$ cat src/rtl/rv32_main_ctrl.sv
// Multi-cycle main control FSM for the RV32I core: FETCH/DECODE/EXEC/MEM/WB sequencing,
// memory handshake and datapath enables. Define RV32_CTRL_ILLEGAL_EN to trap on illegal opcodes.
module rv32_main_ctrl #(
  parameter int unsigned RESET_STATE_IDLE_CYCLES = 0
) (
  input  logic       clk,
  input  logic       rst,
  input  logic [6:0] opcode,
  input  logic       mem_ready,
  input  logic       branch_taken,
  output logic [1:0] alu_op,
  output logic [1:0] alu_src_a,
  output logic [1:0] alu_src_b,
  output logic       mem_req,
  output logic       mem_we,
  output logic       mem_addr_sel,
  output logic       ir_write,
  output logic       pc_write,
  output logic       pc_sel,
  output logic       target_write,
  output logic       reg_write,
  output logic [1:0] wb_sel,
  output logic       retire,
  output logic       illegal,
  output logic [2:0] state
);

  typedef enum logic [2:0] {
    StFetch  = 3'd0,
    StDecode = 3'd1,
    StExec   = 3'd2,
    StMem    = 3'd3,
    StWb     = 3'd4,
    StTrap   = 3'd5
  } state_e;

  typedef enum logic [3:0] {
    ClsR, ClsI, ClsLd, ClsSt, ClsB, ClsJal, ClsJalr, ClsLui, ClsAuipc, ClsIll
  } cls_e;

  localparam int unsigned CntW =
      (RESET_STATE_IDLE_CYCLES > 0) ? $clog2(RESET_STATE_IDLE_CYCLES + 1) : 1;
  localparam logic [CntW-1:0] CntInit = CntW'(RESET_STATE_IDLE_CYCLES);

  state_e          state_q;
  cls_e            cls_q;
  logic [CntW-1:0] idle_q;
  logic            idle;

  assign idle = (idle_q != '0);

  function automatic cls_e classify(input logic [6:0] op);
    case (op)
      7'h33:   return ClsR;
      7'h13:   return ClsI;
      7'h03:   return ClsLd;
      7'h23:   return ClsSt;
      7'h63:   return ClsB;
      7'h6F:   return ClsJal;
      7'h67:   return ClsJalr;
      7'h37:   return ClsLui;
      7'h17:   return ClsAuipc;
      default: return ClsIll;
    endcase
  endfunction

`ifdef RV32_CTRL_ILLEGAL_EN
  logic illegal_q;
`endif

  always_ff @(posedge clk or posedge rst) begin
    if (rst) begin
      state_q   <= StFetch;
      cls_q     <= ClsR;
      idle_q    <= CntInit;
`ifdef RV32_CTRL_ILLEGAL_EN
      illegal_q <= 1'b0;
`endif
    end else begin
      case (state_q)
        StFetch: begin
          // Post-reset quiet period: mem_ready is ignored until the counter drains.
          if (idle) idle_q <= idle_q - 1'b1;
          else if (mem_ready) state_q <= StDecode;
        end
        StDecode: begin
          cls_q   <= classify(opcode);
          state_q <= StExec;
        end
        StExec: begin
          case (cls_q)
            ClsR, ClsI, ClsAuipc: state_q <= StWb;
            ClsLd, ClsSt:         state_q <= StMem;
            ClsIll: begin
`ifdef RV32_CTRL_ILLEGAL_EN
              state_q   <= StTrap;
              illegal_q <= 1'b1;
`else
              state_q   <= StFetch;
`endif
            end
            default:              state_q <= StFetch;
          endcase
        end
        StMem: begin
          if (mem_ready) state_q <= (cls_q == ClsLd) ? StWb : StFetch;
        end
        StWb:    state_q <= StFetch;
        StTrap:  state_q <= StTrap;
        default: state_q <= StFetch;
      endcase
    end
  end

  // Outputs are decoded from the registered state and gated by rst so that an
  // in-flight request is dropped the moment reset rises.
  always_comb begin
    alu_op       = 2'b00;
    alu_src_a    = 2'b00;
    alu_src_b    = 2'b00;
    mem_req      = 1'b0;
    mem_we       = 1'b0;
    mem_addr_sel = 1'b0;
    ir_write     = 1'b0;
    pc_write     = 1'b0;
    pc_sel       = 1'b0;
    target_write = 1'b0;
    reg_write    = 1'b0;
    wb_sel       = 2'b00;
    retire       = 1'b0;
    if (!rst) begin
      case (state_q)
        StFetch: begin
          if (!idle) begin
            mem_req   = 1'b1;
            alu_src_a = 2'b01;
            alu_src_b = 2'b10;
            alu_op    = 2'b10;
            ir_write  = mem_ready;
            pc_write  = mem_ready;
          end
        end
        StDecode: begin
          alu_src_a    = 2'b10;
          alu_src_b    = 2'b01;
          alu_op       = 2'b10;
          target_write = 1'b1;
        end
        StExec: begin
          case (cls_q)
            ClsR: ;
            ClsI:  alu_src_b = 2'b01;
            ClsLd, ClsSt: begin
              alu_src_b = 2'b01;
              alu_op    = 2'b10;
            end
            ClsB: begin
              alu_op   = 2'b01;
              pc_write = branch_taken;
              pc_sel   = branch_taken;
              retire   = 1'b1;
            end
            ClsJal: begin
              pc_write  = 1'b1;
              pc_sel    = 1'b1;
              reg_write = 1'b1;
              wb_sel    = 2'b10;
              retire    = 1'b1;
            end
            ClsJalr: begin
              alu_src_b = 2'b01;
              alu_op    = 2'b10;
              pc_write  = 1'b1;
              reg_write = 1'b1;
              wb_sel    = 2'b10;
              retire    = 1'b1;
            end
            ClsLui: begin
              reg_write = 1'b1;
              wb_sel    = 2'b11;
              retire    = 1'b1;
            end
            ClsAuipc: begin
              alu_src_a = 2'b10;
              alu_src_b = 2'b01;
              alu_op    = 2'b10;
            end
            default: begin
`ifndef RV32_CTRL_ILLEGAL_EN
              retire = 1'b1;
`endif
            end
          endcase
        end
        StMem: begin
          mem_req      = 1'b1;
          mem_addr_sel = 1'b1;
          mem_we       = (cls_q == ClsSt);
          retire       = (cls_q == ClsSt) && mem_ready;
        end
        StWb: begin
          reg_write = 1'b1;
          wb_sel    = (cls_q == ClsLd) ? 2'b01 : 2'b00;
          retire    = 1'b1;
        end
        default: ;
      endcase
    end
  end

`ifdef RV32_CTRL_ILLEGAL_EN
  assign illegal = illegal_q && !rst;
`else
  assign illegal = 1'b0;
`endif

  assign state = rst ? 3'd0 : state_q;

endmodule

$ cat config.mk
export PLATFORM = sky130hd
export DESIGN_NAME = rv32_main_ctrl
export DESIGN_NICKNAME = d
export VERILOG_FILES = /design/src/rtl/rv32_main_ctrl.sv
export SDC_FILE = /design/constraint.sdc
export NUM_CORES = 1
export LEC_CHECK = 0
export BUFFER_PORTS_ARGS = -buffer_cell sky130_fd_sc_hd__buf_4
export CELL_PAD_IN_SITES_DETAIL_PLACEMENT = 0
export CELL_PAD_IN_SITES_GLOBAL_PLACEMENT = 1
export CORE_ASPECT_RATIO = 0.9
export CORE_UTILIZATION = 28
export DETAILED_ROUTE_END_ITERATION = 6
export PLACE_DENSITY_LB_ADDON = 0.1
export SYNTH_ARGS = -nofsm -noshare
export SYNTH_HDL_FRONTEND = slang
export SYNTH_SLANG_ARGS = --single-unit
$ cat constraint.sdc
create_clock -name clk -period 1.5 [get_ports clk]
set_input_delay 0.15 -clock clk [delete_from_list [all_inputs] [get_ports clk]]
set_output_delay 0.15 -clock clk [all_outputs]
set_load 0.1 [all_outputs]
==> results.json, run 1 <==
{
  "status": "finished, violations left",
  "violations": "negative setup slack",
  "timing_hold_violations_final": 0,
  "track_usage_pct": 24.43,
  "finalCritPeriodShare_pct": 129.8,
  "overflow": 0,
  "clock_path_buffers": 2,
  "synth_top_area_share_pct": 23.37,
  "ys_ff_latch": 7,
  "finalSetupTns_ns": -4.487,
  "worst-r2r-setup-slack_ns": 0.12,
  "r2r_end": "state_q[0]",
  "rr_worst_depth": 7,
  "wl_per_cell_um": 15.80,
  "drtPass1Iterations": 4,
  "insertion_delay_ns": 0.26,
  "ant_nets": 0,
  "powerDensity_nw_per_um2": 258.8,
  "ys_types": 40,
  "synth_warnings": 0,
  "slew_viol_final": 0,
  "synth_top_area_cell": "dfrtp_1",
  "yosys-top-cells-area": "dfrtp_1 (23%), nor2_1 (8.0%), nor2b_1 (7.5%), a21oi_1 (4.7%), a211oi_1 (4.0%)",
  "drv_cap": 0,
  "htreeDepth": 1,
  "ys_async_sr_fraction_pct": 100.0,
  "crit_chain": "nor3b_4, nand4_1, or3b_4, a21oi_4, buf_12",
  "final_cell_mix": "buf_4 (39), buf_12 (18), buf_6 (13)",
  "portBuffers": 30,
  "die_height_um": 51.08,
  "syn-cell-area_um2": 749.5,
  "path_max_fanout": 2,
  "final_nets": 186,
  "avgSynthCellArea_um2": 6.940,
  "startpoint_type": "flop",
  "synth_edf_count": 0,
  "crit_start": "cls_q[3]",
  "core_um2": 2489,
  "chipWidth_um": 56.54,
  "die_area_um2": 2888,
  "ys_seq_area_share_pct": 23.37,
  "peakVddDrop_v": 0.0003481,
  "gp_congestion": 0.7864,
  "max_stage_delay_ns": 0.42,
  "grt_pass1_wl_um": 5319,
  "min_to": "cls_q[2]",
  "synth_cells": 108,
  "timing.fmax_mhz": 513.6,
  "min_period_ns": 1.947,
  "syn-num-nets": 119,
  "first_iter_violations": 27,
  "wirelength_um": 3192,
  "area_growth_pct": 149.6,
  "rsz0062_at_grt": "yes",
  "holdWs_ns": 0.1961,
  "final_layout_size_suffix_gt1_share_pct": 67.24,
  "antenna_found_initial": 0,
  "rows": 17,
  "dp_hpwl_um": 2061,
  "cts_sinks": 7,
  "vias": 1079,
  "final_common_cell": "buf_4",
  "critPathKind": "flop to output port",
  "io_pins": 32,
  "post-route-util_pct": 75.16,
  "hp-start": "opcode[0]",
  "yosys_most_used_dff": "dfrtp_1",
  "insertedDiodeCount": 0,
  "power.leakage_nw": 0.7492,
  "clkTransAtPathRegs_ns": 0.06,
  "n_fill_cell": 168,
  "drc": 0,
  "grt_max_degree": 9,
  "hp-class": "primary input to flop",
  "setup_violations": 17,
  "final.setup.worst_slack_ns": -0.4469,
  "cts_tree": "done",
  "grt_pass1_vias": 1064,
  "root_buffer": "clkbuf_4",
  "numCtsBuffers": 3,
  "end_kind": "output port",
  "initial_core_util_pct": 30.12,
  "crit_required_ns": 1.35,
  "reg2reg_from": "state_q[1]",
  "finClkSkew_ns": 0.008397,
  "cp_slowest_cell": "dfrtp_2",
  "arrival_ns": 1.80,
  "whs_path_depth": 3,
  "vias_per_cell": 5.342
}
[per-stage QoR]
step | worst slack [ns] | instance area [µm²] | power (mW) | std cells
floorplan | -0.5532 | 1001 | 0.2651 | 108
global placement | -0.2079 | 1395 | 0.3024 | 186
detailed placement | -0.2366 | 1395 | 0.3047 | 186
CTS | -0.4293 | 1838 | 0.4807 | 200
global route | -0.5248 | 1871 | 0.5125 | 202
finish | -0.4469 | 1871 | 0.4840 | 202
[critical path: cells and delay by family, from the launching register on]
| kind | cells | cell delay (ns) |
|---|---|---|
| simple gates | 3 | 0.77 |
| buf+inv | 1 | 0.19 |
| flops | 1 | 0.42 |
| compound gates | 1 | 0.16 |
[cell type report]
class | count | area [µm²] | share of cell area [%]
clock buffers | 4 | 26.28 | 1.405
inverters | 5 | 18.77 | 1.003
multi-input cells | 87 | 799.5 | 42.74
flip-flops and latches | 7 | 181.4 | 9.699
well taps | 28 | 35.03 | 1.873
repair buffers | 71 | 809.5 | 43.28
[cell usage after synthesis (2+ instances only)]
master	count
nor3_1	4
o21ai_0	3
nand2_1	6
a21oi_1	7
dfrtp_1	7
a22oi_1	2
inv_1	5
nor2_1	16
clkbuf_1	5
nand4_1	3
nand3_1	4
and3_1	3
o22ai_1	3
buf_4	2
buf_2	2
a211oi_1	4
nor2b_1	9
[cells by family (layout without fill, tap and decap cells)]
logic type	Yosys count	after routing	synth area share, %
buffers and inverters	14	80	8.347
and+or+nand+nor	54	54	38.74
xor gates and xnor gates	2	2	2.338
DFF	7	7	23.37
AOI/OAI and AO/OA	30	30	26.71
other	1	1	0.5004
[per-layer routing]
metal  GRT usage [%]  share of wire [%]  vias to the layer above
met3           7.848                5.4                        2
met5               0                  0                        -
li1                -                  -                      522
met1           28.62                 44                      524
met2           43.92                 51                       31
met4           4.472               0.31                        0
[timing repair]
item / CTS / global route
setup buffers: 9 / 4
hold buffers: 1 / 0
endpoints found under the hold margin: 7 / 0
gates resized for setup: 80 / 5
setup endpoints to repair: 24 / 23
pin swaps: 16 / 11
[worst max path at each step]
stage / to / cells past startpoint
2_1_floorplan: alu_src_b[1] / 4
3_3_place_gp: retire / 5
3_5_place_dp: retire / 5
4_1_cts: retire / 5
5_1_grt: retire / 5
6_report: retire / 5
[sequential cells by signal, indices dropped and copies added, names as in the netlist]
register,cells
cls_q,4
state_q,3
[power breakdown]
part | total [mW] | internal (mW) | switching (mW) | leakage, nW
clock network | 0.177 | 0.102 | 0.0748 | 0.0150
logic | 0.118 | 0.0426 | 0.0758 | 0.665
registers | 0.189 | 0.189 | 0 | 0.0688
Note: power is estimated with default switching activity, not from simulation.
==> run 2, diff against run 1 <==
Settings changed: CORE_UTILIZATION 28 to 31.
Clock period 1.5 ns to 2.1 ns, I/O delays scaled along.
==> run 2 against run 1 <==
The run now ends clean. Clock skew fell by 0.0081 ns. Total power fell by 30%. Final area shrank 37%. Die area is 9.3% lower. Routed wire length decreased by 31%. Register-to-register slack better by 0.32 ns. First-iteration DRC count rose by 33%. Critical path depth is the same. Global-route usage shrank 5.7 points. Critical path type unchanged. Critical endpoint unchanged. Largest power group unchanged.
==> results.json, run 2 (synthesis gave the netlist of run 1 again) <==
{
  "status": "finished, final reports clean",
  "hp-start": "opcode[0]",
  "finClkSkew_ns": 0.0002486,
  "final_common_cell": "buf_4",
  "final.setup.worst_slack_ns": 0.05196,
  "first_iter_violations": 36,
  "clkTransAtPathRegs_ns": 0.05,
  "wl_per_cell_um": 13.08,
  "core_um2": 2222,
  "final_area_um2": 1185,
  "track_usage_pct": 18.74,
  "p_clk_share_pct": 36.7,
  "path_max_fanout": 6,
  "final_cell_mix": "buf_4 (34), nor2_1 (10), nor2b_1 (7)",
  "area_growth_pct": 58.10,
  "powerDensity_nw_per_um2": 287.0,
  "reg2reg_from": "state_q[1]",
  "cts_sinks": 7,
  "startpoint_type": "flop",
  "vias_per_cell": 5.351,
  "p_seq_share_pct": 39.7,
  "largest_reg_flops": 4,
  "drv_cap": 0,
  "power.switching_mw": 0.1038,
  "vias": 899,
  "root_buffer": "clkbuf_4",
  "slew_viol_final": 0,
  "crit_start": "cls_q[2]",
  "peakVddDrop_v": 0.0001909,
  "drc": 0,
  "timing.fmax_mhz": 488.3,
  "grt_max_degree": 14,
  "grt_pass1_vias": 811,
  "wirelength_um": 2198,
  "ant_nets": 0,
  "insertion_delay_ns": 0.25,
  "end_kind": "output port",
  "setup_violations": 0,
  "swShare_pct": 30.51,
  "insertedDiodeCount": 0,
  "io_pins": 32,
  "antenna_found_initial": 0,
  "pwr-share-comb_pct": 23.6,
  "n_fill_cell": 223,
  "timing_hold_violations_final": 0,
  "rows": 16,
  "initial_core_util_pct": 33.73,
  "crit_required_ns": 1.89,
  "min_period_ns": 2.048,
  "power.leakage_nw": 0.5145,
  "numCtsBuffers": 3,
  "chipWidth_um": 53.83,
  "die_height_um": 48.65,
  "arrival_ns": 1.84,
  "seq_area_um2": 180.2,
  "htreeDepth": 1,
  "reg_top3": "cls_q (4), state_q (3)",
  "gp_congestion": 0.7825,
  "multi_input_area_um2": 618.1,
  "grt_pass1_wl_um": 3788,
  "cts_tree": "done",
  "overflow": 0,
  "dp_hpwl_um": 1713,
  "finalCritPeriodShare_pct": 97.53,
  "top_register": "cls_q",
  "portBuffers": 30,
  "die_area_um2": 2619,
  "placed_cell_area_um2": 1111,
  "clock_path_buffers": 2,
  "final_nets": 153,
  "hp-class": "primary input to flop",
  "final_layout_size_suffix_gt1_share_pct": 45.39,
  "drtPass1Iterations": 4,
  "intPower_mw": 0.2363,
  "rsz0062_at_grt": "yes",
  "critPathKind": "flop to output port",
  "place_ws_ns": 0.1728
}
-- run 2: changes by cell type in the layout (fill, tap and decap cells not counted), sizes merged --
cell / change
buf: -33
-- run 2: repair_timing --
| item | in CTS | in global routing |
|---|---|---|
| setup endpoints to repair | 3 | 4 |
| endpoints found under the hold margin | 7 | 0 |
| pin swaps | 0 | 1 |
| gates resized for setup | 7 | 4 |
| hold buffers | 1 | 0 |
| buffers inserted | 0 | 1 |
-- run 2: power groups by stage --
stage | Clock [mW] | Combinational (mW) | Sequential, mW
after floorplan | 0 | 0.0508 | 0.137
after global placement | 0 | 0.0782 | 0.137
after detailed placement | 0 | 0.0785 | 0.137
after CTS | 0.130 | 0.0802 | 0.135
after global routing | 0.141 | 0.0878 | 0.135
final | 0.125 | 0.0804 | 0.135
-- run 2: metal layers --
metal	routed length, µm	global-route usage [%]	vias to the layer above
met1	1153	29.84	425
met3	116	2.830	0
met2	927	25.93	25
met4	0	3.947	0
met5	0	0	-
li1	-	-	449
-- run 2: final timing paths --
check / slack [ns] / endpoint / cells after the start
setup reg to reg: 0.44 / cls_q[0] / 5
max in group asynchronous: 1.33 / cls_q[0] / 3
hold / removal: 0.25 / cls_q[2] / 3
hold reg to reg: 0.63 / state_q[1] / 1
min in group asynchronous: 0.53 / state_q[0] / 3
setup / recovery: 0.05 / retire / 5
-- run 2: worst max-delay path, stage by stage (launching register included) --
cell and delay, ns:
dfrtp_2 0.45, nor3b_4 0.20, nand4_1 0.14, or3b_4 0.43, a21oi_4 0.18, buf_12 0.19
-- run 2: layout make-up --
type	instances	share of cell area (%)
inverters	5	1.584
repair buffers	38	25.98
flip-flops and latches	7	15.21
well taps	27	2.851
clock buffers	4	2.218
multi-input cells	87	52.16
-- run 2: metrics by stage --
step	util (%)	instances	total power, mW	hold WS [ns]	setup TNS (ns)
floorplan	-	108	0.1882	0.01340	-0.8619
global placement	50.00	162	0.2155	0.2298	0
detailed placement	50.00	162	0.2158	0.2381	0
CTS	52.48	167	0.3451	0.2381	0
global route	53.32	168	0.3633	0.2698	-0.01847
finish	53.32	168	0.3401	0.2467	0
